[src/rtl/hsv_core_decode_pkg.sv]
// Shared types for the decode sequencer: fetch beat payload, instruction formats,
// major opcode encodings and sequencer FSM states.
package hsv_core_decode_pkg;

    localparam int unsigned XLEN  = 32;
    localparam int unsigned OPC_W = 5;

    typedef struct packed {
        logic [XLEN-1:0] pc;
        logic [XLEN-1:0] pc_increment;
        logic [XLEN-1:0] insn;
    } fetch_data_t;

    typedef enum logic [2:0] {
        FMT_R       = 3'd0,
        FMT_I       = 3'd1,
        FMT_S       = 3'd2,
        FMT_B       = 3'd3,
        FMT_U       = 3'd4,
        FMT_J       = 3'd5,
        FMT_ILLEGAL = 3'd6
    } insn_format_t;

    typedef enum logic {
        SEQ_RUN  = 1'b0,
        SEQ_HALT = 1'b1
    } decode_seq_state_t;

    // Major opcode field insn[6:2]
    localparam logic [OPC_W-1:0] OPC_LOAD     = 5'b00000;
    localparam logic [OPC_W-1:0] OPC_MISC_MEM = 5'b00011;
    localparam logic [OPC_W-1:0] OPC_OP_IMM   = 5'b00100;
    localparam logic [OPC_W-1:0] OPC_AUIPC    = 5'b00101;
    localparam logic [OPC_W-1:0] OPC_STORE    = 5'b01000;
    localparam logic [OPC_W-1:0] OPC_OP       = 5'b01100;
    localparam logic [OPC_W-1:0] OPC_LUI      = 5'b01101;
    localparam logic [OPC_W-1:0] OPC_BRANCH   = 5'b11000;
    localparam logic [OPC_W-1:0] OPC_JALR     = 5'b11001;
    localparam logic [OPC_W-1:0] OPC_JAL      = 5'b11011;
    localparam logic [OPC_W-1:0] OPC_SYSTEM   = 5'b11100;

    // Opcodes whose side effects require the front end to stop until redirected
    function automatic logic is_serializing_opcode(input logic [OPC_W-1:0] opc);
        return (opc == OPC_SYSTEM) || (opc == OPC_MISC_MEM);
    endfunction

endpackage

[src/rtl/hsv_core_decode_format.sv]
// Combinational instruction format classifier; only the low seven insn bits matter.
module hsv_core_decode_format
    import hsv_core_decode_pkg::*;
(
    input  logic [6:0]   i_insn_low,
    output insn_format_t o_format_c,
    output logic         o_serialize_c
);

    logic [OPC_W-1:0] w_opc;
    logic             w_full_width;

    assign w_opc        = i_insn_low[6:2];
    assign w_full_width = (i_insn_low[1:0] == 2'b11);

    always_comb begin
        o_format_c    = FMT_ILLEGAL;
        o_serialize_c = 1'b0;
        if (w_full_width) begin
            unique case (w_opc)
                OPC_OP:                                   o_format_c = FMT_R;
                OPC_OP_IMM, OPC_LOAD, OPC_JALR,
                OPC_SYSTEM, OPC_MISC_MEM:                 o_format_c = FMT_I;
                OPC_STORE:                                o_format_c = FMT_S;
                OPC_BRANCH:                               o_format_c = FMT_B;
                OPC_LUI, OPC_AUIPC:                       o_format_c = FMT_U;
                OPC_JAL:                                  o_format_c = FMT_J;
                default:                                  o_format_c = FMT_ILLEGAL;
            endcase
        end
        // Illegal encodings are serialized so the trap path sees a quiet pipeline
        o_serialize_c = (o_format_c == FMT_ILLEGAL)
                     || (w_full_width && is_serializing_opcode(w_opc));
    end

endmodule

[src/rtl/hsv_core_decode_sequencer.sv]
// Decode-stage sequencer: buffers fetch beats with their format, presents the head to issue,
// and halts intake after a serializing instruction until the next flush.
module hsv_core_decode_sequencer
    import hsv_core_decode_pkg::*;
#(
    parameter int unsigned DEPTH = 2,
    parameter int unsigned CNT_W = 32
) (
    input  logic             clk_core,
    input  logic             rst_core,
    input  logic             flush,
    input  logic             fetch_valid,
    output logic             fetch_ready,
    input  fetch_data_t      fetch_data,
    output logic             out_valid,
    input  logic             out_ready,
    output fetch_data_t      out_data,
    output insn_format_t     out_format,
    output logic             out_serialize,
    output logic             halted,
    output logic [CNT_W-1:0] stall_cycles
);

    localparam int unsigned PTR_W    = $clog2(DEPTH);
    localparam int unsigned COUNT_W  = PTR_W + 1;
    localparam logic [COUNT_W-1:0] FULL_COUNT = COUNT_W'(DEPTH);

    decode_seq_state_t r_state;
    decode_seq_state_t w_state_next;

    fetch_data_t       r_buf_data [DEPTH];
    insn_format_t      r_buf_fmt  [DEPTH];
    logic              r_buf_ser  [DEPTH];

    logic [PTR_W-1:0]  r_wr_ptr;
    logic [PTR_W-1:0]  r_rd_ptr;
    logic [COUNT_W-1:0] r_count;
    logic [CNT_W-1:0]  r_stall;

    insn_format_t      w_new_fmt;
    logic              w_new_ser;
    logic              w_fetch_ready;
    logic              w_push;
    logic              w_pop;

    hsv_core_decode_format u_format (
        .i_insn_low    (fetch_data.insn[6:0]),
        .o_format_c    (w_new_fmt),
        .o_serialize_c (w_new_ser)
    );

    // FSM state register
    always_ff @(posedge clk_core or posedge rst_core) begin
        if (rst_core) begin
            r_state <= SEQ_RUN;
        end else begin
            r_state <= w_state_next;
        end
    end

    // Next state and intake readiness; flush always returns to RUN and blocks intake
    always_comb begin
        w_state_next  = r_state;
        w_fetch_ready = 1'b0;
        unique case (r_state)
            SEQ_RUN: begin
                w_fetch_ready = !rst_core && (r_count < FULL_COUNT) && !flush;
                if (fetch_valid && w_fetch_ready && w_new_ser) begin
                    w_state_next = SEQ_HALT;
                end
            end
            SEQ_HALT: begin
                w_fetch_ready = 1'b0;
            end
            default: begin
                w_state_next = SEQ_RUN;
            end
        endcase
        if (flush) begin
            w_state_next = SEQ_RUN;
        end
    end

    assign fetch_ready = w_fetch_ready;
    assign w_push      = fetch_valid && fetch_ready;
    assign w_pop       = out_valid && out_ready;

    // Per-entry storage; format is captured at push so the head never re-decodes
    for (genvar g = 0; g < DEPTH; g++) begin : g_entry
        always_ff @(posedge clk_core or posedge rst_core) begin
            if (rst_core) begin
                r_buf_data[g] <= '0;
                r_buf_fmt[g]  <= FMT_ILLEGAL;
                r_buf_ser[g]  <= 1'b0;
            end else if (w_push && (r_wr_ptr == PTR_W'(g))) begin
                r_buf_data[g] <= fetch_data;
                r_buf_fmt[g]  <= w_new_fmt;
                r_buf_ser[g]  <= w_new_ser;
            end
        end
    end

    // Pointers and occupancy
    always_ff @(posedge clk_core or posedge rst_core) begin
        if (rst_core) begin
            r_wr_ptr <= '0;
            r_rd_ptr <= '0;
            r_count  <= '0;
        end else if (flush) begin
            r_wr_ptr <= '0;
            r_rd_ptr <= '0;
            r_count  <= '0;
        end else begin
            if (w_push) begin
                r_wr_ptr <= r_wr_ptr + PTR_W'(1);
            end
            if (w_pop) begin
                r_rd_ptr <= r_rd_ptr + PTR_W'(1);
            end
            unique case ({w_push, w_pop})
                2'b10:   r_count <= r_count + COUNT_W'(1);
                2'b01:   r_count <= r_count - COUNT_W'(1);
                default: r_count <= r_count;
            endcase
        end
    end

    // Backpressure counter, saturating; survives flush
    always_ff @(posedge clk_core or posedge rst_core) begin
        if (rst_core) begin
            r_stall <= '0;
        end else if (out_valid && !out_ready && !flush && (r_stall != '1)) begin
            r_stall <= r_stall + CNT_W'(1);
        end
    end

    assign out_valid     = (r_count != '0);
    assign out_data      = r_buf_data[r_rd_ptr];
    assign out_format    = r_buf_fmt[r_rd_ptr];
    assign out_serialize = r_buf_ser[r_rd_ptr];
    assign halted        = (r_state == SEQ_HALT);
    assign stall_cycles  = r_stall;

endmodule

[config.mk]
export PLATFORM = sky130hd
export DESIGN_NAME = hsv_core_decode_sequencer
export DESIGN_NICKNAME = d
export VERILOG_FILES = /design/src/rtl/hsv_core_decode_pkg.sv /design/src/rtl/hsv_core_decode_format.sv /design/src/rtl/hsv_core_decode_sequencer.sv
export SDC_FILE = /design/constraint.sdc
export NUM_CORES = 1
export LEC_CHECK = 0
export BUFFER_PORTS_ARGS = -buffer_cell sky130_fd_sc_hd__buf_2
export CORE_MARGIN = 2
export CORE_UTILIZATION = 45
export CTS_BUF_LIST = sky130_fd_sc_hd__clkbuf_16
export DETAILED_ROUTE_END_ITERATION = 8
export MAX_ROUTING_LAYER = met4
export PLACE_DENSITY = 0.69
export REMOVE_ABC_BUFFERS = 1
export SYNTH_ARGS = -nofsm -noshare
export SYNTH_HDL_FRONTEND = slang
export SYNTH_HIERARCHICAL = 1
export SYNTH_SLANG_ARGS = --single-unit
[constraint.sdc]
create_clock -name clk_core -period 6.7 [get_ports clk_core]
set_input_delay 0 -clock clk_core [delete_from_list [all_inputs] [get_ports clk_core]]
set_output_delay 0 -clock clk_core [all_outputs]
set_load 0.005 [all_outputs]
==> results.sh, run 1 <==
export IMPL_status="finished, final reports clean"
export IMPL_num_rows=56
export IMPL_async_reset_ff_share_pct=100
export IMPL_cts_tree="done"
export IMPL_fp_dieH_um=158
export IMPL_hp_class="input port to register"
export IMPL_vdd_drop_max_uv=245
export IMPL_fin_util_pct=59.7
export IMPL_cts_buffers=26
export IMPL_synth_main_ff_cell="dfrtp_1"
export IMPL_cp_start_kind="register"
export IMPL_tightestPinTransition_ns=0.953
export IMPL_pre_cts_ws_ns=4.09
export IMPL_final_fill_count=1824
export IMPL_clkSinkCount=237
export IMPL_synth_cell_type_count=45
export IMPL_synthCells=738
export IMPL_clkLatencyLatePin_ns=0.54
export IMPL_design_area_um2=13900
export IMPL_start_util_pct=45.5
export IMPL_cp_slowest_cell="dfrtp_4"
export IMPL_grt_pass1_vias=7575
export IMPL_syn_avg_cell_area_um2=14.4
export IMPL_core_um2=23300
export IMPL_synth_area_um2=10600
export IMPL_portBuffers=235
export IMPL_antenna_left=0
export IMPL_power_density_nw_per_um2=287
export IMPL_die_area_um2=24900
export IMPL_critPathMaxFanout=59
export IMPL_syn_to_final_growth_pct=31.0
export IMPL_slew_headroom_pct=36.5
export IMPL_rsz0062_at_grt="no"
export IMPL_vias=7088
export IMPL_ys_warn_count=6
export IMPL_fp_dieW_um=158
export IMPL_layout_min_cycle_time_ns=2.73
export IMPL_critPathMaxStageDelay_ns=0.81
export IMPL_cts_htree_levels=1
export IMPL_r2r_setup_slack_ns=4.09
export IMPL_synth_top_area_share_pct=54.9
export IMPL_fin_nets=1177
export IMPL_final_cell_mix="mux2_2 (302), buf_2 (235), dfrtp_1 (232)"
export IMPL_synth_edf_count=0
export IMPL_route_detailed_drc=0
export IMPL_cap_violations=0
export IMPL_antenna_found_initial=0
export IMPL_criticalPathCategory="register to output port"
export IMPL_track_usage_pct=19.2
export IMPL_layout_commonest_cell="mux2_2"
export IMPL_grt_max_degree=96
export IMPL_diodes=0
export IMPL_synth_top_cell_by_area="dfrtp_1"
export IMPL_dr_pass1_iters=4
export IMPL_fin_crit_sh_pct=40.8
export IMPL_ys_seq_elements=237
export IMPL_p_leak_uw=0.00656
export IMPL_place_congestion=0.813
export IMPL_clockBufferDepth=3
export IMPL_cts_root_buf="clkbuf_16"
export IMPL_seq_area_frac_synth_pct=55.9
export IMPL_drv_slew=0
export IMPL_worstPathArrival_ns=2.73
export IMPL_grt_first_pass_wirelength_um=37600
export IMPL_cp_cell_sequence="buf_4, mux2_2, buf_2"
export IMPL_drive_gt1_share_pct=54.9
export IMPL_setup_violations_final=0
export IMPL_path_clk_slew_ns=0.06
export IMPL_wl_um=23000
export IMPL_crit_path_end_kind="output port"
export IMPL_critical_path_required_ns=6.70
export IMPL_globalRoute_totalOverflow=0
export IMPL_ios=236
export IMPL_whs_ns=0.100
export IMPL_skew_ns=0.0179
export IMPL_fmax_mhz=366
export IMPL_dp_hpwl_um=14600
export IMPL_dpl_instance_area_um2=12100
export IMPL_drt_iter0_drc=311
export IMPL_cts_resized=0
export IMPL_detail_route_wl_per_cell_um=16.3
export IMPL_fin_setup_tns_ns=0
export IMPL_setup_ws_ns=3.97
export IMPL_hold_violations=0
export IMPL_ys_top_cells_by_area="dfrtp_1 (55%), mux2_2 (32%), xnor2_1 (2.1%)"
export IMPL_vias_per_cell=5.03
[final cells by class]
class                   instances  area (µm²)  area share, %
well taps                     319         399           2.87
flip-flops and latches        237        5940           42.6
repair buffers                341        2220           16.0
inverters                      10        45.0          0.323
multi-input cells             455        4500           32.3
clock buffers                  26         651           4.67
clock inverters                21         170           1.22
[where the power goes]
| part | switching [µW] | leakage [µW] | internal (µW) |
|---|---|---|---|
| registers | 146 | 0.00301 | 1710 |
| clock network | 566 | 0.000427 | 784 |
| logic | 288 | 0.00312 | 495 |
[cell families (layout without fill, tap and decap cells)]
logic type	Yosys count	in the layout	synth area share [%]
compound gates	20	20	1.60
xor+xnor	33	33	2.72
fa+ha+maj	5	5	0.589
buf+inv	46	398	1.94
flops	237	237	55.9
mux	302	302	32.0
simple gates	95	95	5.30
[worst max-delay path: cells and delay by family, from the launching register on]
kind	cells	cell delay [ns]
buffers and inverters	2	0.89
DFF	1	0.81
muxes	1	0.43
[layer usage]
layer / routed length, µm / vias to the layer above / global-route usage [%]
li1: - / 3321 / -
met1: 9990 / 3542 / 24.2
met2: 11000 / 190 / 31.4
met3: 1540 / 35 / 4.85
met4: 429 / 0 / 4.33
met5: 0 / - / -
[path summary, 6_finish.rpt]
path | start | endpoint | cells past startpoint
max | r_rd_ptr$_DFFE_PP0P_ | out_format[2] | 3
min | fetch_valid | r_count[0]$_DFFE_PP0P_ | 5
max reg2reg | r_count[1]$_DFFE_PP0P_ | r_buf_data[50]$_DFFE_PP0P_ | 5
min reg2reg | stall_cycles[15]$_DFFE_PP0P_ | stall_cycles[15]$_DFFE_PP0P_ | 1
max in group asynchronous | rst_core | r_buf_data[34]$_DFFE_PP0P_ | 4
min in group asynchronous | rst_core | r_count[1]$_DFFE_PP0P_ | 3
[Yosys cell counts (2+ instances only)]
cell and number:
mux2_2 302, dfrtp_1 233, xnor2_1 26, buf_2 21
nand4_1 18, nor2_1 15, clkbuf_1 14, nand2_1 13
nand3_1 13, a21oi_1 8, inv_1 8, and3_1 7
xor2_1 7, nor3_1 6, ha_1 5, and2_1 4
dfstp_2 4, inv_2 2, nand2b_1 2, nor2b_1 2
nor4_1 2, o21ai_0 2, o32ai_1 2
[what timing repair did]
item / 4_1_cts / 5_1_grt
hold buffers: 100 / 0
setup endpoints to repair: 0 / 0
buffers inserted: 0 / 0
endpoints found under the hold margin: 290 / 0
[flip-flops by register name, indices dropped and copies added (netlist names)]
register,flops
r_wr_ptr,1
r_buf_data,192
r_count,2
r_rd_ptr,1
r_buf_fmt,6
halted,1
r_buf_ser,2
stall_cycles,32
[stage by stage]
| step | power, µW | std cells |
|---|---|---|
| 2_1_floorplan | 2320 | 702 |
| 3_3_place_gp | 2600 | 1262 |
| 3_5_place_dp | 2630 | 1262 |
| 4_1_cts | 4050 | 1409 |
| 5_1_grt | 4220 | 1409 |
| 6_report | 3990 | 1409 |
Note: power is estimated with default switching activity, not from simulation.
==> inputs of run 2 (changes only) <==
PLACE_DENSITY = 0.66   (was 0.69)
clock period = 2.8 ns   (was 6.7 ns; I/O delays follow)
==> run 2 against run 1 <==
  * Flip-flop and latch count is the same
  * Global-route usage down 0.097 points
  * Routed wire length is 1.5% higher
  * Combinational power rose by 140%
  * Clock skew decreased by 0.0047 ns
  * Largest power group unchanged
  * Power up 130%
  * Register-to-register slack lost 3.4 ns
  * Worst hold slack improved by 0.066 ns
  * Cell count rose by 0.43%
  * Critical path type unchanged
  * Critical path depth unchanged
==> results.sh, run 2 (synthesis gave the netlist of run 1 again) <==
export IMPL_track_usage_pct=19.1
export IMPL_cap_violations=0
export IMPL_antenna_left=0
export IMPL_critPathMaxFanout=30
export IMPL_fin_crit_sh_pct=76.7
export IMPL_setup_violations_final=0
export IMPL_diodes=0
export IMPL_final_cell_mix="mux2_2 (302), buf_2 (235), dfrtp_1 (232)"
export IMPL_p_leak_uw=0.00660
export IMPL_cp_endpoint="out_data[10]"
export IMPL_vias=7033
export IMPL_layout_min_cycle_time_ns=2.15
export IMPL_largest_reg_flops=192
export IMPL_multi_input_area_um2=4500
export IMPL_path_delay_family="flip-flops"
export IMPL_globalRoute_totalOverflow=0
export IMPL_tightestPinTransition_ns=0.700
export IMPL_drv_slew=0
export IMPL_pre_cts_ws_ns=0.685
export IMPL_reg2reg_from="stall_cycles[0]$_DFFE_PP0P_"
export IMPL_wl_um=23300
export IMPL_critPathMaxStageDelay_ns=0.75
export IMPL_dp_hpwl_um=14900
export IMPL_cts_htree_levels=1
export IMPL_fp_dieW_um=158
export IMPL_cp_slowest_cell="dfrtp_4"
export IMPL_detail_route_wl_per_cell_um=16.5
export IMPL_crit_path_end_kind="output port"
export IMPL_cp_cell_sequence="buf_4, mux2_2, buf_2"
export IMPL_skew_ns=0.0132
export IMPL_clockBufferDepth=3
export IMPL_vdd_drop_max_uv=500
export IMPL_top_register="r_buf_data"
export IMPL_route_detailed_drc=0
export IMPL_clkSinkCount=237
export IMPL_die_area_um2=24900
export IMPL_slew_headroom_pct=53.4
export IMPL_setup_ws_ns=0.653
export IMPL_antenna_found_initial=0
export IMPL_cts_root_buf="clkbuf_16"
export IMPL_layout_commonest_cell="mux2_2"
export IMPL_startpoint="r_rd_ptr$_DFFE_PP0P_"
export IMPL_path_clk_slew_ns=0.06
export IMPL_r2r_setup_slack_ns=0.69
export IMPL_place_congestion=0.764
export IMPL_criticalPathCategory="register to output port"
export IMPL_hp_class="input port to async pin"
export IMPL_ios=236
export IMPL_status="finished, final reports clean"
export IMPL_regArea_um2=5940
export IMPL_cp_start_kind="register"
export IMPL_syn_to_final_growth_pct=31.5
export IMPL_grt_first_pass_wirelength_um=37600
export IMPL_portBuffers=235
export IMPL_reg2reg_depth=6
export IMPL_drt_iter0_drc=301
export IMPL_fin_nets=1183
export IMPL_hold_violations=0
export IMPL_drive_gt1_share_pct=54.5
export IMPL_grt_pass1_vias=7457
export IMPL_cp_num_buf_inv=2
export IMPL_num_rows=56
export IMPL_dr_pass1_iters=4
export IMPL_fp_dieH_um=158
export IMPL_power_density_nw_per_um2=670
export IMPL_cts_buffers=26
export IMPL_cts_resized=0
export IMPL_worst_path_stages=3
export IMPL_core_um2=23300
export IMPL_fmax_mhz=466
export IMPL_final_fill_count=1892
export IMPL_cts_tree="done"
export IMPL_critical_path_required_ns=2.80
export IMPL_worstPathArrival_ns=2.15
export IMPL_grt_max_degree=98
export IMPL_start_util_pct=45.5
export IMPL_rsz0062_at_grt="no"
export IMPL_vias_per_cell=4.97
export IMPL_fin_util_pct=59.9
export IMPL_clkLatencyLatePin_ns=0.52
export IMPL_timing_rr_end="stall_cycles[30]$_DFFE_PP0P_"
## run 2: power by group
group / total [µW] / leakage [µW] / internal, µW / switching [µW]
clock: 3030 / 0.000420 / 1720 / 1310
combinational: 1890 / 0.00317 / 1190 / 693
sequential: 4440 / 0.00301 / 4100 / 340
## run 2: what timing repair did
action                                 in CTS  in global routing
setup buffers                               0                  0
hold buffers                              101                  0
endpoints found under the hold margin     290                  0
## run 2: metrics by stage
stage	instance area [µm²]	setup TNS [ns]	cells	total power, µW	hold slack, ns
finish	14000	0	1415	9360	0.166
global route	14000	0	1415	9880	0.227
CTS	14000	0	1415	9480	0.205
detailed placement	12200	0	1267	6290	0.208
global placement	12200	0	1267	6220	0.212
floorplan	10500	-1226.72	702	5550	0.0341
## run 2: cell type report
cell class	count	area share (%)
Clock buffer	27	4.84
Clock inverter	20	0.564
Inverter	10	0.322
Multi-Input combinational cell	455	32.2
Sequential cell	237	42.5
Tap cell	319	2.86
Timing Repair Buffer	347	16.7
## run 2: per-layer routing
metal  global-route usage [%]  routed length (µm)  vias up
met1                     24.1               10200     3496
li1                         -                   -     3329
met3                     5.26                1700       28
met4                     3.77                 293        0
met2                     31.1               11100      180
met5                        -                   0        -
## run 2: worst min path at each step
stage,startpoint,to
2_1_floorplan,rst_core,fetch_ready
3_3_place_gp,rst_core,r_count[1]$_DFFE_PP0P_
3_5_place_dp,rst_core,r_count[1]$_DFFE_PP0P_
4_1_cts,rst_core,r_count[1]$_DFFE_PP0P_
5_1_grt,rst_core,r_count[1]$_DFFE_PP0P_
6_report,rst_core,r_count[1]$_DFFE_PP0P_
## run 2: worst min-delay path, stage by stage
cell,delay [ns]
dlygate4sd3_1,0.53
buf_2,0.17
inv_8,0.47
==> inputs of run 3 (changes only) <==
PLACE_DENSITY = 0.69   (was 0.66)
clock period = 1.7 ns   (was 2.8 ns; I/O delays follow)
==> run 3 against run 2 <==
  * The flow now finishes with violations (setup timing)
  * Clock skew rose by 0.014 ns
  * Sequential power rose by 66%
  * Via count rose by 11%
  * Non-clock buffer count rose by 105
  * Flip-flop and latch count did not move
  * Sequential share of layout area fell by 5.4 points
  * Power rose by 75%
  * Critical path type unchanged
  * Largest power group unchanged
  * Highest routed layer unchanged
==> results.sh, run 3 (synthesis gave the netlist of run 1 again) <==
export IMPL_status="complete, but fails checks"
export IMPL_violations="setup timing"
export IMPL_reg2reg_depth=6
export IMPL_final_cell_mix="dfrtp_1 (232), mux2_2 (231), buf_2 (215)"
export IMPL_path_clk_slew_ns=0.07
export IMPL_grtUsageMet2_pct=34.9
export IMPL_criticalPathCategory="register to output port"
export IMPL_route_detailed_drc=0
export IMPL_cp_start_kind="register"
export IMPL_die_area_um2=24900
export IMPL_core_um2=23300
export IMPL_timing_rr_end="r_buf_data[67]$_DFFE_PP0P_"
export IMPL_fp_dieH_um=158
export IMPL_power_density_nw_per_um2=1030
export IMPL_hold_violations=0
export IMPL_clkSinkCount=237
export IMPL_reg2reg_from="r_count[1]$_DFFE_PP0P_"
export IMPL_cts_buffers=26
export IMPL_rsz0062_at_grt="yes"
export IMPL_layout_commonest_cell="dfrtp_1"
export IMPL_critical_path_required_ns=1.70
export IMPL_largest_reg_flops=192
export IMPL_power_uw=16400
export IMPL_detail_route_wl_per_cell_um=19.5
export IMPL_r2r_setup_slack_ns=-0.16
export IMPL_use_met1_pct=27.7
export IMPL_pre_cts_ws_ns=-0.166
export IMPL_startpoint="r_rd_ptr$_DFFE_PP0P_"
export IMPL_drt_iter0_drc=340
export IMPL_fmax_mhz=533
export IMPL_critPathMaxFanout=10
export IMPL_top_register="r_buf_data"
export IMPL_clockBufferDepth=3
export IMPL_globalRoute_totalOverflow=0
export IMPL_fin_crit_sh_pct=110
export IMPL_vdd_drop_max_uv=980
export IMPL_portBuffers=235
export IMPL_grt_pass1_vias=8104
export IMPL_dp_cells=1334
export IMPL_grt_first_pass_wirelength_um=41500
export IMPL_instances_no_fill=1522
export IMPL_cap_violations=0
export IMPL_hp_class="input port to async pin"
export IMPL_fp_dieW_um=158
export IMPL_track_usage_pct=21.5
export IMPL_start_util_pct=45.5
export IMPL_fin_nets=1288
export IMPL_setup_ws_ns=-0.177
export IMPL_cts_root_buf="clkbuf_16"
export IMPL_vias_per_cell=5.15
export IMPL_top_usage_layer="met2"
export IMPL_layout_min_cycle_time_ns=1.88
export IMPL_drive_gt1_share_pct=61.4
export IMPL_use_met3_pct=4.93
export IMPL_tightestPinTransition_ns=0.486
export IMPL_cts_tree="done"
export IMPL_place_congestion=0.837
export IMPL_antenna_found_initial=1
export IMPL_drv_slew=0
export IMPL_syn_to_final_growth_pct=50.4
export IMPL_cp_endpoint="out_data[41]"
export IMPL_clkLatencyLatePin_ns=0.53
export IMPL_skew_ns=0.0273
export IMPL_cts_htree_levels=1
export IMPL_worstPathArrival_ns=1.88
export IMPL_antenna_left=0
export IMPL_dp_hpwl_um=16300
export IMPL_vias=7836
export IMPL_ios=236
export IMPL_num_rows=56
export IMPL_grt_max_degree=63
export IMPL_slew_headroom_pct=67.5
export IMPL_setup_violations_final=323
export IMPL_crit_path_end_kind="output port"
export IMPL_wl_um=29600
export IMPL_p_leak_uw=0.00774
export IMPL_dr_pass1_iters=4
[run 3: cell count changes in the layout (fill, tap and decap cells not counted), sizes merged]
cell / previous run / this run
buf: 246 / 343
clkbuf: 27 / 37
clkinv: 7 / 10
dlygate4sd3: 101 / 99
inv: 23 / 21
diode: 0 / 1
[run 3: worst min-delay path by stage]
stage,from,to,cells after the start
2_1_floorplan,rst_core,fetch_ready,1
3_3_place_gp,rst_core,r_count[1]$_DFFE_PP0P_,2
3_5_place_dp,rst_core,stall_cycles[1]$_DFFE_PP0P_,2
4_1_cts,fetch_valid,halted$_DFF_PP0_,5
5_1_grt,fetch_valid,halted$_DFF_PP0_,5
6_report,rst_core,stall_cycles[1]$_DFFE_PP0P_,3
[run 3: per-layer routing]
metal,part of all wire (%),vias up
li1,-,3568
met1,42,3992
met2,49,232
met4,1.7,0
met3,6.7,44
met5,0,-
[run 3: cell type report]
type,count,area (µm²)
Tap cell,319,399
Sequential cell,237,5940
Inverter,10,45.0
Antenna cell,1,2.50
Multi-Input combinational cell,455,5030
Fill cell,1578,7350
Clock inverter,21,88.8
Clock buffer,27,676
Timing Repair Buffer,452,3800
[run 3: repair_timing]
item	in CTS	in global routing
resized for setup	66	118
setup endpoints to repair	321	333
setup buffers	10	12
pin swaps	16	29
endpoints found under the hold margin	359	0
cloned	7	15
hold buffers	99	0
[run 3: through the flow]
step	util [%]	hold slack, ns	instance area, µm²	setup TNS, ns
2_1_floorplan	-	0.0341	10500	-1820.53
3_3_place_gp	54.8	0.117	12800	-2.99
3_5_place_dp	54.8	0.113	12800	-16.35
4_1_cts	64.7	0.0475	15100	-11.96
5_1_grt	68.5	0.131	16000	-53.66
6_report	68.5	0.111	16000	-29.91
[run 3: power by group]
part	internal, µW	switching [µW]
clock	2850	2240
combinational	2550	1400
sequential	6760	590
[run 3: critical path, stage by stage, from the launching register on]
cell,delay (ns)
dfrtp_4,0.50
buf_12,0.15
buf_12,0.12
buf_16,0.14
mux2_2,0.28
buf_2,0.14
